$ cat config.mk
export PLATFORM = sky130hd
export DESIGN_NAME = freq_div_ctrl_flat
export DESIGN_NICKNAME = d
export VERILOG_FILES = /design/src/rtl/freq_div_ctrl_pkg.sv /design/src/rtl/freq_div_ctrl_if.sv /design/src/rtl/freq_div_ctrl_rr_arb2.sv /design/src/rtl/freq_div_ctrl.sv /design/src/flat_wrapper.sv
export SDC_FILE = /design/constraint.sdc
export NUM_CORES = 1
export LEC_CHECK = 0
export BUFFER_PORTS_ARGS = -buffer_cell sky130_fd_sc_hd__buf_2
export CAP_MARGIN = 20
export CORE_UTILIZATION = 32
export CTS_CLUSTER_SIZE = 16
export DETAILED_ROUTE_END_ITERATION = 16
export HOLD_SLACK_MARGIN = 0.05
export PLACE_DENSITY = 0.55
export SYNTH_ARGS = -nofsm -noshare
export SYNTH_HDL_FRONTEND = slang
export SYNTH_SLANG_ARGS = --single-unit
$ cat constraint.sdc
create_clock -name Clk -period 4.45 [get_ports Clk]
set_input_delay 0.89 -clock Clk [delete_from_list [all_inputs] [get_ports Clk]]
set_output_delay 0.89 -clock Clk [all_outputs]
set_load 0.05 [all_outputs]
$ cat src/rtl/freq_div_ctrl_pkg.sv
// Shared types and constants for the frequency-divider reconfiguration controller.
//   DIV_W   : width of a divisor word
//   state_e : controller FSM states
package freq_div_ctrl_pkg;
  localparam int DIV_W = 32;

  typedef enum logic [1:0] {
    IDLE    = 2'd0,
    DISABLE = 2'd1,
    LOAD    = 2'd2,
    RESUME  = 2'd3
  } state_e;
endpackage

$ cat src/rtl/freq_div_ctrl_if.sv
// Bus between two divisor requesters / run control and the controller.
//   master : requester side (drives Valid/Div/RunEn, observes the rest)
//   slave  : controller side (drives Ready and the divider-facing outputs)
interface freq_div_ctrl_if;
  import freq_div_ctrl_pkg::*;

  logic             Req0Valid;
  logic [DIV_W-1:0] Req0Div;
  logic             Req0Ready;
  logic             Req1Valid;
  logic [DIV_W-1:0] Req1Div;
  logic             Req1Ready;
  logic             RunEn;
  logic [DIV_W-1:0] DivDin;
  logic             DivConfig;
  logic             DivEnable;
  logic [DIV_W-1:0] ActiveDiv;
  logic             Busy;
  logic             Err;

  modport master (
    output Req0Valid, Req0Div, Req1Valid, Req1Div, RunEn,
    input  Req0Ready, Req1Ready, DivDin, DivConfig, DivEnable, ActiveDiv, Busy, Err
  );

  modport slave (
    input  Req0Valid, Req0Div, Req1Valid, Req1Div, RunEn,
    output Req0Ready, Req1Ready, DivDin, DivConfig, DivEnable, ActiveDiv, Busy, Err
  );
endinterface

$ cat src/rtl/freq_div_ctrl_rr_arb2.sv
// Two-way round-robin arbiter.
//   Clk, Reset : clock, async active-low reset
//   i_valid    : request valids {req1, req0}
//   i_en       : arbitration allowed this cycle
//   o_grant    : one-hot grant (combinational from i_valid)
// Any grant is a completed transfer, so the pointer moves to the loser side.
module rr_arb2 (
  input  logic       Clk,
  input  logic       Reset,
  input  logic [1:0] i_valid,
  input  logic       i_en,
  output logic [1:0] o_grant
);
  logic r_ptr;

  always_comb begin
    o_grant = 2'b00;
    if (i_en) begin
      if (&i_valid) o_grant = r_ptr ? 2'b10 : 2'b01;
      else          o_grant = i_valid;
    end
  end

  always_ff @(posedge Clk or negedge Reset) begin
    if (!Reset)          r_ptr <= 1'b0;
    else if (o_grant[0]) r_ptr <= 1'b1;
    else if (o_grant[1]) r_ptr <= 1'b0;
  end
endmodule

$ cat src/rtl/freq_div_ctrl.sv
// Frequency-divider reconfiguration controller.
//   Clk, Reset : clock, async active-low reset
//   bus        : requester handshake, RunEn, and divider-facing outputs
// A legal divisor takes the divider through disable (SETTLE_CYCLES), a single
// ConfigDiv pulse, one resume cycle, then back to idle. Illegal divisors are
// consumed with a one-cycle Err pulse and no side effects.
module freq_div_ctrl import freq_div_ctrl_pkg::*; #(
  parameter int SETTLE_CYCLES = 2,
  parameter int DIV_MIN       = 2
) (
  input logic            Clk,
  input logic            Reset,
  freq_div_ctrl_if.slave bus
);
  logic [1:0]       w_grant;
  logic             w_xfer;
  logic [DIV_W-1:0] w_div;

  state_e           r_state;
  logic [3:0]       r_cnt;
  logic [DIV_W-1:0] r_div;
  logic [DIV_W-1:0] r_din;
  logic [DIV_W-1:0] r_active;
  logic             r_cfg;
  logic             r_en;
  logic             r_busy;
  logic             r_err;
  logic             r_configured;

  rr_arb2 u_arb (
    .Clk     (Clk),
    .Reset   (Reset),
    .i_valid ({bus.Req1Valid, bus.Req0Valid}),
    .i_en    (r_state == IDLE),
    .o_grant (w_grant)
  );

  assign w_xfer = |w_grant;
  assign w_div  = w_grant[1] ? bus.Req1Div : bus.Req0Div;

  assign bus.Req0Ready = w_grant[0];
  assign bus.Req1Ready = w_grant[1];
  assign bus.DivDin    = r_din;
  assign bus.DivConfig = r_cfg;
  assign bus.DivEnable = r_en;
  assign bus.ActiveDiv = r_active;
  assign bus.Busy      = r_busy;
  assign bus.Err       = r_err;

  // Outputs are registered against the state being entered, so they line up
  // with r_state cycle for cycle.
  always_ff @(posedge Clk or negedge Reset) begin
    if (!Reset) begin
      r_state      <= IDLE;
      r_cnt        <= '0;
      r_div        <= '0;
      r_din        <= '0;
      r_active     <= '0;
      r_cfg        <= 1'b0;
      r_en         <= 1'b0;
      r_busy       <= 1'b0;
      r_err        <= 1'b0;
      r_configured <= 1'b0;
    end else begin
      r_err <= 1'b0;
      r_cfg <= 1'b0;
      unique case (r_state)
        IDLE: begin
          r_en <= bus.RunEn && r_configured;
          if (w_xfer) begin
            if (w_div < DIV_W'(DIV_MIN)) begin
              r_err <= 1'b1;
            end else begin
              r_div   <= w_div;
              r_state <= DISABLE;
              r_cnt   <= 4'(SETTLE_CYCLES - 1);
              r_busy  <= 1'b1;
              r_en    <= 1'b0;
            end
          end
        end
        DISABLE: begin
          if (r_cnt == 4'd0) begin
            r_state <= LOAD;
            r_cfg   <= 1'b1;
            r_din   <= r_div;
          end else begin
            r_cnt <= r_cnt - 4'd1;
          end
        end
        LOAD: begin
          r_state      <= RESUME;
          r_active     <= r_div;
          r_configured <= 1'b1;
        end
        RESUME: begin
          r_state <= IDLE;
          r_busy  <= 1'b0;
          r_en    <= bus.RunEn && r_configured;
        end
        default: r_state <= IDLE;
      endcase
    end
  end
endmodule
$ cat src/flat_wrapper.sv
// flat-port wrapper written by rule: the top's interface ports become plain ports
module freq_div_ctrl_flat import freq_div_ctrl_pkg::*;
#(
  parameter int SETTLE_CYCLES = 2,
  parameter int DIV_MIN       = 2
)
  (Clk, Reset, bus_Req0Valid, bus_Req0Div, bus_Req1Valid, bus_Req1Div, bus_RunEn, bus_Req0Ready, bus_Req1Ready, bus_DivDin, bus_DivConfig, bus_DivEnable, bus_ActiveDiv, bus_Busy, bus_Err);
  freq_div_ctrl_if bus_i ();
  input logic Clk;
  input logic Reset;
  input wire logic [$bits(bus_i.Req0Valid)-1:0] bus_Req0Valid;
  input wire logic [$bits(bus_i.Req0Div)-1:0] bus_Req0Div;
  input wire logic [$bits(bus_i.Req1Valid)-1:0] bus_Req1Valid;
  input wire logic [$bits(bus_i.Req1Div)-1:0] bus_Req1Div;
  input wire logic [$bits(bus_i.RunEn)-1:0] bus_RunEn;
  output wire logic [$bits(bus_i.Req0Ready)-1:0] bus_Req0Ready;
  output wire logic [$bits(bus_i.Req1Ready)-1:0] bus_Req1Ready;
  output wire logic [$bits(bus_i.DivDin)-1:0] bus_DivDin;
  output wire logic [$bits(bus_i.DivConfig)-1:0] bus_DivConfig;
  output wire logic [$bits(bus_i.DivEnable)-1:0] bus_DivEnable;
  output wire logic [$bits(bus_i.ActiveDiv)-1:0] bus_ActiveDiv;
  output wire logic [$bits(bus_i.Busy)-1:0] bus_Busy;
  output wire logic [$bits(bus_i.Err)-1:0] bus_Err;
  assign bus_i.Req0Valid = bus_Req0Valid;
  assign bus_i.Req0Div = bus_Req0Div;
  assign bus_i.Req1Valid = bus_Req1Valid;
  assign bus_i.Req1Div = bus_Req1Div;
  assign bus_i.RunEn = bus_RunEn;
  assign bus_Req0Ready = bus_i.Req0Ready;
  assign bus_Req1Ready = bus_i.Req1Ready;
  assign bus_DivDin = bus_i.DivDin;
  assign bus_DivConfig = bus_i.DivConfig;
  assign bus_DivEnable = bus_i.DivEnable;
  assign bus_ActiveDiv = bus_i.ActiveDiv;
  assign bus_Busy = bus_i.Busy;
  assign bus_Err = bus_i.Err;
  freq_div_ctrl #(.SETTLE_CYCLES(SETTLE_CYCLES), .DIV_MIN(DIV_MIN)) u_core (.Clk(Clk), .Reset(Reset), .bus(bus_i));
endmodule
* After elaboration in Yosys (flattened, before gate mapping)
Index checks and enable logic that the tools add are counted.
** Word-level totals
- Memories kept :: 0
- Output and inout bits :: 70
- Logic and storage cells :: 59
- Input port bits :: 69
- RAM bits :: 0
- Register bits :: 108
- ROM bits :: 0
- Bits in latches :: 0
** Operators by class
- Div/mod/pow operators :: 0
- Add/subtract/negate cells :: 1
- Eq/ne operators :: 7
- Shift operators :: 0
- Multiplexer cells :: 25
- Bitwise operators :: 1
- Reductions and logical operators :: 13
- Multiply operators :: 0
- Magnitude comparators :: 1
** Operators by type and width (number)
- $lt 32x2->1 const B :: 1
- $mux 32 :: 1
- $mux 2 :: 6
- $mux 4 :: 3
- $mux 1 :: 11
- $reduce_and 3->1 :: 3
- $pmux 2 s4 :: 1
- $pmux 4 s2 :: 1
- $reduce_bool 2->1 :: 3
- $eq 2x2->1 const B :: 2
- $logic_not 4->1 :: 1
- $ne 2x1->1 const B :: 2
- $ne 2x2->1 const B :: 2
- $pmux 1 s2 :: 2
- $reduce_and 2->1 :: 2
- $reduce_and 4->1 :: 1
- $sub 4x1->4 const B :: 1
- $eq 2x1->1 const B :: 1
- $logic_not 2->1 :: 1
- $reduce_or 2->1 :: 1
- $logic_and 1x1->1 :: 1
- $not 1->1 :: 1

* Depth between registers and ports, before layout
Gate-level depths: netlist of run 1.
- Depth after elaboration :: 8
- Depth in mapped cells :: 9

* Modules after synthesis
A second synthesis of run 1 with hierarchy kept.
** Second synthesis, totals
- Cells, all modules :: 371
- Area, all modules :: 4664.5 um^2
** Modules (own cells, without submodules)
- freq_div_ctrl :: area each 4603.2 um^2, cells an instance 363, times used 1, sequential area each 2677.6 um^2
- rr_arb2 :: area each 61.3 um^2, cells an instance 8, times used 1, sequential area each 25.0 um^2

* Worst setup path before layout of run 1
No wires, ideal clock.
- Path kind :: input-to-reg
- From :: input port bus_Req1Valid
- To :: register u_core.r_state[1]
- Data arrival time :: 2.512 ns
- Required time :: 4.325 ns
- Setup time :: 0.125 ns
- Setup slack :: 1.813 ns
- Stages on the path :: 4
- Path through :: a211oi_2 -> o21ai_1 -> a31oi_2 -> mux2_2
** On the way
- Longest elaborated chain between the ends :: 7
** RTL lines
- start: declaration :: line flat_wrapper.sv:13 : input wire logic [$bits(bus_i.Req1Valid)-1:0] bus_Req1Valid;
- $reduce_and 2->1 :: line freq_div_ctrl_rr_arb2.sv:19 : if (&i_valid) o_grant = r_ptr ? 2'b10 : 2'b01;
- $mux 2 (*) :: line freq_div_ctrl_rr_arb2.sv:19
- $mux 2 (*) :: line freq_div_ctrl_rr_arb2.sv:18 : if (i_en) begin
- $mux 32 :: line freq_div_ctrl.sv:39 : assign w_div = w_grant[1] ? bus.Req1Div : bus.Req0Div;
- $lt 32x2->1 :: line freq_div_ctrl.sv:71 : if (w_div < DIV_W'(DIV_MIN)) begin
- $ne 2x2->1 (no line)
- $reduce_and 3->1 (no line) (*)
- end signal: assignment :: line freq_div_ctrl.sv:54 : r_state <= IDLE;
- end signal: assignment :: line freq_div_ctrl.sv:75 : r_state <= DISABLE;
- end signal: assignment :: line freq_div_ctrl.sv:84 : r_state <= LOAD;
- end: declaration :: line freq_div_ctrl.sv:19 : state_e r_state;
Every way passes the cells marked *; elsewhere a longest branch is shown, timed or not.
A chain may end at the register's enable or synchronous reset.

* Worst setup path after layout of run 1
- From :: input port bus_Req1Div[6]
- To :: register u_core.r_div[31]
** On the way
- Longest elaborated chain between the ends :: 4
** RTL lines
- start: declaration :: line flat_wrapper.sv:14 : input wire logic [$bits(bus_i.Req1Div)-1:0] bus_Req1Div;
- $mux 32 :: line freq_div_ctrl.sv:39
- $lt 32x2->1 :: line freq_div_ctrl.sv:71
- $not 1->1 (no line)
- $reduce_and 3->1 (no line)
- end signal: assignment :: line freq_div_ctrl.sv:74 : r_div <= w_div;
- end: declaration :: line freq_div_ctrl.sv:21 : logic [DIV_W-1:0] r_div;
No other way between the ends.

==> results.py, run 1 <==
metrics = {
    "pwr": {
        "netSwitchingFraction_pct": 47.8,
        "p_sw_uw": 2430,
        "power_frac_clock_pct": 15.2,
        "seqPwrFrac_pct": 34.3,
        "combinationalPowerShare_pct": 50.5,
        "power_density_mw_per_mm2": 854,
        "irDropWorstVdd_mv": 0.376,
        "p_leak_uw": 0.00298,
        "intPower_uw": 2650,
    },
    "timing": {
        "slew_headroom_pct": 36.8,
        "rsz0062_at_grt": "no",
        "tightest_slew_ns": 0.948,
        "fin_crit_sh_pct": 70.7,
        "fin_crit_ns": 3.15,
        "slew_viol_final": 0,
        "layout_setup_ws_ns": 1.30,
        "fin_skew_ns": 0.00721,
        "fin_tns_setup_ns": 0,
        "whs_ns": 0.358,
        "hold_violations": 0,
        "fmax_ghz": 0.318,
        "setup_viol": 0,
    },
    "place": {
        "portBuffers": 138,
        "place_hpwl_mm": 9.47,
        "place_ws_ns": 0.857,
        "dp_cells": 679,
        "place.gp.congestion": 0.770,
    },
    "flow_run": {
        "maxCapViolCount": 0,
    },
    "cells_and_area": {
        "drive_gt1_share_pct": 46.5,
        "stdcell_count": 696,
        "final_nets": 583,
        "n_fill_cell": 1417,
        "final_cell_mix": "buf_2 (137), dfrtp_1 (108), mux2_2 (65)",
        "layout_commonest_cell": "buf_2",
        "area_delta_synth_final_pct": 24.5,
        "n_antenna_cell": 0,
    },
    "clocking": {
        "cts_sinks": 108,
        "clk_path_buf_depth": 2,
        "cts-htree-levels": 3,
        "cts_resized": 0,
        "cts_setup_buffers": 0,
        "numCtsBuffers": 9,
        "cts_root_buffer": "clkbuf_16",
        "clk_transition_reported_paths_ns": 0.07,
        "hold_buffers": 0,
        "cts_tree": "built",
        "clk_latency_ns": 0.35,
    },
    "logic_synthesis": {
        "synth_area_leader_cell": "dfrtp_1",
        "synthTopCellsByArea": "dfrtp_1 (57%), mux2_2 (15%), mux2i_1 (7.3%)",
        "yosys_warnings": 0,
        "synth_nets": 452,
        "ys_ff_latch": 108,
        "async_flop_share_pct": 100,
        "synth_flop_cell": "dfrtp_1",
        "synth-compound-area-share_pct": 6.45,
        "avgSynthCellArea_sq_um": 12.7,
        "ys_types": 38,
        "yosysTopAreaCellShare_pct": 56.6,
        "netlist_instances": 376,
        "muxShareOfSynthArea_pct": 22.7,
        "syn_area_sq_mm": 0.00477,
        "synth_edf_count": 0,
        "synth_top_family_by_area": "multiplexers",
        "seq_area_frac_synth_pct": 56.6,
        "yosys.area_share.simple_pct": 8.50,
        "synth_fa_ha_area_share_pct": 1.84,
        "synth-xor-area-share_pct": 0,
    },
    "setup_path": {
        "slowest_stage": "nor4_1",
        "path_cells": "buf_2, nor4_1, nand4_1, o21ai_4, and2_1, buf_4, o21ai_0",
        "cp-start-kind": "input pin",
        "crit_family": "simple AND/OR/NAND/NOR gates",
        "path_class": "in2reg",
        "crit_required_ns": 4.67,
        "crit_fanout": 32,
        "end_kind": "flop",
        "worstPathArrival_ns": 3.37,
        "cp_num_buf_inv": 2,
        "max_stage_delay_ns": 0.77,
    },
    "floorplan": {
        "dieHeight_um": 124,
        "start_util_pct": 32.8,
        "row_count": 44,
        "coreArea_sq_mm": 0.0145,
        "die_x_um": 124,
        "boundaryPins": 139,
        "dieArea_sq_mm": 0.0154,
    },
    "global_route": {
        "grt_overflow": 0,
        "grt_start_max_net_pins": 82,
        "grtUsageTotal_pct": 17.8,
        "grt_pass1_wl_mm": 20.0,
        "antenna_found_initial": 0,
        "grt_pass1_vias": 3547,
    },
    "routing": {
        "drt_iter0_drc": 210,
        "first_pass_iters": 4,
        "ant_nets": 0,
        "post-route-drc-count": 0,
        "num_vias": 3587,
        "wl_mm": 13.2,
        "viasPerCell": 5.15,
        "wl_per_cell_um": 18.9,
    },
    "min_path": {
        "min_path_type": "in2async",
    },
    "outcome": {
        "run_status": "completed",
    },
}
registers in the layout (all words and copies together), names as in the netlist:
name / flops
u_core.bus.ActiveDiv: 32
u_core.bus.DivDin: 32
u_core.r_div: 32
u_core.r_cnt: 4
u_core.r_state: 2
u_core.bus.Busy: 1
u_core.bus.DivConfig: 1
u_core.bus.DivEnable: 1
u_core.bus.Err: 1
u_core.r_configured: 1
u_core.u_arb.r_ptr: 1
routing by layer:
layer | global-route usage [%] | share of wire, % | up-vias
met5 | 0 | 0 | -
met4 | 5.58 | 1.1 | 0
met3 | 3.89 | 6.5 | 11
met2 | 27.9 | 47 | 113
met1 | 24.6 | 46 | 1830
li1 | - | - | 1633
cells in the mapped netlist, drive strengths merged (3+ instances only):
library cell / n
nor2: 3
nand2: 3
a31oi: 3
mux2i: 35
o21ai: 35
clkbuf: 4
nor3: 7
buf: 21
nand3: 34
ha: 7
nor4: 15
inv: 11
mux2: 65
nand4: 5
dfrtp: 108
per-stage QoR:
stage	utilization, %	total power, uW	cell area (sq um)
floorplan	-	3690	4770
global placement	38.7	4290	5630
detailed placement	38.7	4350	5630
CTS	40.7	5140	5910
global route	40.9	5400	5940
finish	40.9	5080	5940
final timing paths:
path | start | end | slack [ns] | cells after the start
worst max register to register | u_core.r_state[0] | u_core.r_cnt[0] | 1.83 | 8
worst min register to register | u_core.r_configured | u_core.r_configured | 0.47 | 1
worst min-delay path | Reset | u_core.bus.ActiveDiv[7] | 0.36 | 1
max in group asynchronous | Reset | u_core.bus.ActiveDiv[31] | 3.08 | 3
min in group Clk | u_core.r_configured | u_core.r_configured | 0.47 | 1
worst max-delay path | bus_Req1Div[6] | u_core.r_div[31] | 1.30 | 7
kinds of logic (layout without fill, tap and decap cells):
family,after synthesis,count (layout)
compound gates,51,51
fa+ha+maj,7,7
buf+inv,36,172
flops,108,108
mux,100,100
simple gates,74,74
area by class of cell:
cell class	count	area (sq um)	share of cell area, %
clock buffers	9	225	3.79
clock inverters	7	58.8	0.990
repair buffers	145	766	12.9
well taps	184	230	3.88
multi-input cells	232	1920	32.3
inverters	11	41.3	0.695
flip-flops and latches	108	2700	45.5
power groups by stage:
stage          Combinational (uW)  Clock (uW)  Sequential (uW)
2_1_floorplan                1050           0             2640
3_3_place_gp                 2540           0             1750
6_report                     2560         769             1740
4_1_cts                      2590         798             1750
5_1_grt                      2750         835             1810
3_5_place_dp                 2580           0             1770
Note: power is estimated with default switching activity, not from simulation.
==> inputs of run 2 (changes only) <==
--- a/config.mk
+++ b/config.mk
@@ -5,13 +5,14 @@
 export SDC_FILE = /design/constraint.sdc
 export NUM_CORES = 1
 export LEC_CHECK = 0
+export ABC_AREA = 1
 export BUFFER_PORTS_ARGS = -buffer_cell sky130_fd_sc_hd__buf_2
 export CAP_MARGIN = 20
 export CORE_UTILIZATION = 32
 export CTS_CLUSTER_SIZE = 16
 export DETAILED_ROUTE_END_ITERATION = 16
 export HOLD_SLACK_MARGIN = 0.05
-export PLACE_DENSITY = 0.55
+export PLACE_DENSITY = 0.56
 export SYNTH_ARGS = -nofsm -noshare
 export SYNTH_HDL_FRONTEND = slang
 export SYNTH_SLANG_ARGS = --single-unit
==> constraint.sdc (replaced) <==
create_clock -name Clk -period 2.7 [get_ports Clk]
set_input_delay 0.54 -clock Clk [delete_from_list [all_inputs] [get_ports Clk]]
set_output_delay 0.54 -clock Clk [all_outputs]
set_load 0.05 [all_outputs]
==> run 2 against run 1 <==
Net effect:
- sequential share of layout area fell by 2.1 points
- synthesized cell count rose by 57%
- die area rose by 3.5%
- flip-flop and latch count did not move
- clock skew rose by 0.0038 ns
- power rose by 67%
- via count rose by 16%
- wire length fell by 0.68%
- hold slack got worse by 0.26 ns
- final cell count rose by 32%
- largest power group unchanged
==> results.py, run 2 <==
metrics = {
    "pwr": {
        "power_frac_clock_pct": 17.3,
        "p_leak_uw": 0.00342,
        "netSwitchingFraction_pct": 49.5,
        "irDropWorstVdd_mv": 0.567,
        "intPower_uw": 4280,
        "power_density_mw_per_mm2": 1360,
        "combinationalPowerShare_pct": 49.8,
        "finalPower_uw": 8470,
        "p_sw_uw": 4190,
        "seqPwrFrac_pct": 32.8,
    },
    "floorplan": {
        "boundaryPins": 139,
        "start_util_pct": 32.6,
        "coreArea_sq_mm": 0.0151,
        "row_count": 45,
        "dieArea_sq_mm": 0.0159,
        "dieHeight_um": 126,
        "die_x_um": 126,
    },
    "setup_path": {
        "crit_required_ns": 2.97,
        "reg2reg_depth": 16,
        "crit_fanout": 28,
        "worstPathArrival_ns": 2.71,
        "reg2reg_to": "u_core.r_div[11]",
        "end_kind": "flop",
        "r2r-start": "u_core.r_state[0]",
        "path_class": "reg2reg",
        "r2r_setup_slack_ns": 0.26,
        "cp-start-kind": "flop",
    },
    "logic_synthesis": {
        "ys_ff_latch": 108,
        "async_flop_share_pct": 100,
        "yosysTopAreaCellShare_pct": 54.7,
        "avgSynthCellArea_sq_um": 8.35,
        "netlist_instances": 592,
        "yosys_warnings": 0,
        "synth_flop_cell": "dfrtp_1",
        "ys_types": 27,
        "syn_area_sq_mm": 0.00494,
        "synth_common_cells": "nand2_1 (202), dfrtp_1 (108), inv_1 (79)",
        "synth_nets": 668,
        "synthTopCellsByArea": "dfrtp_1 (55%), nand2_1 (15%), o21ai_0 (6.8%)",
        "synth_area_leader_cell": "dfrtp_1",
        "synth_edf_count": 0,
        "seq_area_frac_synth_pct": 54.7,
        "synthMostInstantiatedCell": "nand2_1",
    },
    "place": {
        "dp_cells": 901,
        "place_hpwl_mm": 9.80,
        "portBuffers": 138,
        "place.gp.congestion": 0.807,
    },
    "routing": {
        "wl_mm": 13.1,
        "drt_iter0_drc": 275,
        "viasPerCell": 4.54,
        "post-route-drc-count": 0,
        "wl_per_cell_um": 14.2,
        "first_pass_iters": 6,
        "num_vias": 4175,
        "ant_nets": 0,
    },
    "timing": {
        "hold_violations": 0,
        "fmax_ghz": 0.409,
        "fin_crit_sh_pct": 90.5,
        "slew_headroom_pct": 59.8,
        "tightest_slew_ns": 0.603,
        "slew_viol_final": 0,
        "fin_crit_ns": 2.44,
        "setup_viol": 0,
        "whs_ns": 0.0938,
        "fin_skew_ns": 0.0110,
    },
    "outcome": {
        "run_status": "completed",
    },
    "global_route": {
        "grt_pass1_wl_mm": 20.9,
        "grt_overflow": 0,
        "antenna_found_initial": 0,
        "grt_pass1_vias": 4041,
        "globalRouteMet1Util_pct": 25.4,
        "grt_start_max_net_pins": 66,
        "grt_use_met2_pct": 24.2,
        "use_met3_pct": 2.70,
        "grtUsageTotal_pct": 16.8,
        "grt-busiest-layer": "met1",
    },
    "clocking": {
        "cts_setup_buffers": 0,
        "cts_root_buffer": "clkbuf_16",
        "clk_transition_reported_paths_ns": 0.07,
        "cts-htree-levels": 3,
        "clk_path_buf_depth": 2,
        "numCtsBuffers": 9,
        "clk_latency_ns": 0.35,
        "cts_sinks": 108,
        "cts_tree": "built",
    },
    "cells_and_area": {
        "final_nets": 802,
        "n_antenna_cell": 0,
        "drive_gt1_share_pct": 24.6,
        "stdcell_count": 919,
        "layout_commonest_cell": "nand2_1",
        "area_delta_synth_final_pct": 25.9,
        "final_cell_mix": "nand2_1 (202), buf_2 (137), dfrtp_1 (108)",
    },
    "flow_run": {
        "maxCapViolCount": 0,
    },
    "min_path": {
        "min_path_type": "in2async",
    },
}
-- run 2: cell types whose count changed in the layout (fill, tap and decap cells not counted), sizes merged, moves of 15 or more --
cell | before | now
inv | 13 | 79
mux2 | 65 | 0
mux2i | 35 | 0
nand2 | 3 | 209
nand3 | 34 | 6
nand3b | 0 | 24
nor2 | 3 | 19
nor4 | 15 | 0
o21ai | 35 | 102
-- run 2: final cells by class --
type | instances | area [sq um]
fillers | 1561 | 8920
flip-flops and latches | 108 | 2700
multi-input cells | 378 | 1830
repair buffers | 148 | 813
inverters | 81 | 309
clock buffers | 11 | 253
well taps | 188 | 235
clock inverters | 5 | 83.8
-- run 2: logic make-up after synthesis --
family / synth area share, %
buf+inv: 9.42
xor+xnor: 0.354
simple gates: 22.8
compound gates: 11.0
flops: 54.7
fa+ha+maj: 1.77
-- run 2: worst max-delay path: stages (launching register included) --
cell and delay (ns):
dfrtp_1 0.40, inv_1 0.10, ha_1 0.23, nand2_2 0.10, clkinv_4 0.11, nand2_4 0.22, nand2_1 0.09, nand2_1 0.11
nand2_1 0.06, nor2_1 0.10, nand2_1 0.08, nor2_2 0.17, nand2_4 0.12, nand2_8 0.15, buf_12 0.18, nand2_1 0.06
o21ai_1 0.07
-- run 2: worst max-delay path by stage --
stage | startpoint | end | slack (ns) | depth (start not counted)
global route | u_core.r_state[0] | u_core.r_div[8] | -0.0002 | 15
floorplan | u_core.r_state[0] | u_core.r_div[17] | 0.26 | 14
finish | u_core.r_state[0] | u_core.r_div[11] | 0.26 | 16
global placement | u_core.r_state[0] | u_core.r_div[14] | 0.16 | 16
detailed placement | u_core.r_state[0] | u_core.r_div[11] | 0.04 | 16
CTS | u_core.r_state[0] | u_core.r_div[11] | 0.01 | 16
-- run 2: power groups by stage --
| stage | Combinational [uW] | Clock, uW | Sequential (uW) |
|---|---|---|---|
| after floorplan | 1760 | 0 | 4140 |
| after global placement | 4120 | 0 | 2790 |
| after detailed placement | 4200 | 0 | 2810 |
| after CTS | 4210 | 1490 | 2790 |
| after global routing | 4640 | 1550 | 2870 |
| final | 4220 | 1470 | 2780 |
-- run 2: repair_timing --
item / in CTS / in global routing
hold buffers: 0 / 0
resized for setup: 0 / 6
endpoints found under the setup margin: 0 / 34
-- run 2: through the flow --
| step | TNS, ns | setup WS (ns) | utilization [%] | cell area (sq um) |
|---|---|---|---|---|
| after global placement | 0 | 0.156 | 38.5 | 5830 |
| after detailed placement | 0 | 0.0382 | 38.5 | 5830 |
| after floorplan | 0 | 0.256 | - | 4940 |
| after CTS | 0 | 0.0112 | 40.7 | 6160 |
| final | 0 | 0.258 | 41.1 | 6220 |
| after global routing | -0.000201 | -0.000201 | 41.1 | 6220 |
-- run 2: routing by layer --
metal  vias up  wire length (um)
met3        13               621
met1      1928              6750
met2       121              5510
met5         -                 0
li1       2113                 -
met4         0               202
==> inputs of run 3 (changes only) <==
--- a/config.mk
+++ b/config.mk
@@ -13,6 +13,7 @@
 export DETAILED_ROUTE_END_ITERATION = 16
 export HOLD_SLACK_MARGIN = 0.05
 export PLACE_DENSITY = 0.56
+export SLEW_MARGIN = 5
 export SYNTH_ARGS = -nofsm -noshare
 export SYNTH_HDL_FRONTEND = slang
 export SYNTH_SLANG_ARGS = --single-unit
==> constraint.sdc (replaced) <==
create_clock -name Clk -period 2.7 [get_ports Clk]
set_input_delay 0.27 -clock Clk [delete_from_list [all_inputs] [get_ports Clk]]
set_output_delay 0.27 -clock Clk [all_outputs]
set_load 0.05 [all_outputs]
==> run 3 against run 2 <==
Net effect:
- non-clock buffer count unchanged
- worst setup slack improved by 0.025 ns
- highest routed layer unchanged
- wire length is 0.44% lower
- combinational power is essentially flat
- largest cell class unchanged
- hold slack better by 0.069 ns
- die area unchanged
- sequential power hardly changed
- flip-flop and latch count unchanged
- maximum frequency grew 1.0%
==> results.py, run 3 (synthesis gave the netlist of run 2 again) <==
metrics = {
    "outcome": {
        "run_status": "completed",
    },
    "floorplan": {
        "die_x_um": 126,
        "dieHeight_um": 126,
        "row_count": 45,
        "boundaryPins": 139,
        "dieArea_sq_mm": 0.0159,
        "coreArea_sq_mm": 0.0151,
        "start_util_pct": 32.6,
    },
    "global_route": {
        "grt_pass1_wl_mm": 20.7,
        "grt_start_max_net_pins": 67,
        "grt_pass1_vias": 4003,
        "antenna_found_initial": 0,
        "grt_overflow": 0,
        "grtUsageTotal_pct": 16.8,
    },
    "timing": {
        "rsz0062_at_grt": "no",
        "tightest_slew_ns": 0.593,
        "fmax_ghz": 0.414,
        "fin_crit_sh_pct": 89.5,
        "slew_viol_final": 0,
        "slew_headroom_pct": 60.4,
        "fin_tns_setup_ns": 0,
        "fin_crit_ns": 2.42,
        "hold_violations": 0,
        "fin_skew_ns": 0.0109,
        "setup_viol": 0,
        "whs_ns": 0.163,
    },
    "routing": {
        "wl_per_cell_um": 14.2,
        "wl_mm": 13.0,
        "viasPerCell": 4.58,
        "drt_iter0_drc": 334,
        "num_vias": 4207,
        "first_pass_iters": 5,
        "post-route-drc-count": 0,
        "ant_nets": 0,
    },
    "setup_path": {
        "end_kind": "flop",
        "crit_required_ns": 2.98,
        "r2r-start": "u_core.r_state[0]",
        "reg2reg_depth": 16,
        "path_class": "reg2reg",
        "slowest_stage": "dfrtp_1",
        "reg2reg_to": "u_core.r_div[11]",
        "r2r_setup_slack_ns": 0.28,
        "path_cells": "inv_1, ha_1, nand2_2, clkinv_4, nand2_4, nand2_1, nand2_1, nand2_1, nor2_1, nand2_1, nor2_4, nand2_4, nand2_8, buf_12, nand2_1, o21ai_1",
        "cp-start-kind": "flop",
        "crit_fanout": 28,
        "crit_top_cell": "nand2_1",
        "max_stage_delay_ns": 0.40,
        "worstPathArrival_ns": 2.70,
    },
    "place": {
        "place_hpwl_mm": 9.58,
        "portBuffers": 138,
        "place.gp.congestion": 0.789,
        "dp_cells": 900,
    },
    "cells_and_area": {
        "layout_commonest_cell": "nand2_1",
        "stdcell_count": 919,
        "final_util_pct": 40.9,
        "final_nets": 802,
        "drive_gt1_share_pct": 24.9,
        "final_cell_mix": "nand2_1 (200), buf_2 (137), dfrtp_1 (108)",
        "area_delta_synth_final_pct": 25.5,
        "n_antenna_cell": 0,
    },
    "clocking": {
        "cts_tree": "built",
        "cts_sinks": 108,
        "clk_transition_reported_paths_ns": 0.08,
        "numCtsBuffers": 9,
        "cts-htree-levels": 3,
        "clk_path_buf_depth": 2,
        "clk_latency_ns": 0.35,
        "cts_root_buffer": "clkbuf_16",
        "cts_setup_buffers": 0,
    },
    "pwr": {
        "finalPower_uw": 8370,
        "irDropWorstVdd_mv": 0.550,
        "power_density_mw_per_mm2": 1350,
        "p_leak_uw": 0.00341,
    },
    "flow_run": {
        "maxCapViolCount": 0,
    },
    "min_path": {
        "min_delay_worst_endpoint": "u_core.bus.DivEnable",
        "hold_start": "bus_RunEn",
        "hold_depth": 3,
        "min_path_type": "in2reg",
    },
}
run 3: final cells by class:
cell class	count	area [sq um]
Clock buffer	10	239
Clock inverter	6	70.1
Fill cell	1535	8940
Inverter	81	309
Multi-Input combinational cell	378	1840
Sequential cell	108	2700
Tap cell	188	235
Timing Repair Buffer	148	808
run 3: power by group:
part | switching (uW) | internal [uW]
Clock | 611 | 753
Combinational | 3160 | 1070
Sequential | 432 | 2340
Total | 4210 | 4160
run 3: worst max path at each step:
stage	slack [ns]	cells past startpoint	endpoint	start
2_1_floorplan	0.26	14	u_core.r_div[17]	u_core.r_state[0]
3_3_place_gp	0.19	16	u_core.r_div[18]	u_core.r_state[0]
3_5_place_dp	0.06	16	u_core.r_div[11]	u_core.r_state[0]
4_1_cts	0.04	16	u_core.r_div[11]	u_core.r_state[0]
5_1_grt	0.007	16	u_core.r_div[11]	u_core.r_state[1]
6_report	0.28	16	u_core.r_div[11]	u_core.r_state[0]
run 3: what timing repair did:
item                                   CTS  global route
setup endpoints to repair                0            38
hold buffers                             1             0
resized for setup                        0            11
endpoints found under the hold margin   42             0
run 3: critical path, delay by kind of cell (launching register included):
kind	cells	cell delay (ns)
flip-flops	1	0.40
AND/OR/NAND/NOR	11	1.25
adder cells (fa/ha/maj)	1	0.23
AO/OA/AOI/OAI	1	0.08
buffers and inverters	3	0.38
run 3: routing by layer:
layer / global-route usage [%] / share of wire [%]
met3: 2.66 / 4.7
met4: 7.02 / 1.7
met1: 24.2 / 50
met5: 0 / 0
met2: 25.0 / 44
run 3: metrics by stage:
step / setup WS (ns) / area [sq um]
finish: 0.283 / 6200
global route: 0.00740 / 6200
CTS: 0.0402 / 6130
detailed placement: 0.0618 / 5810
global placement: 0.185 / 5810
floorplan: 0.256 / 4940
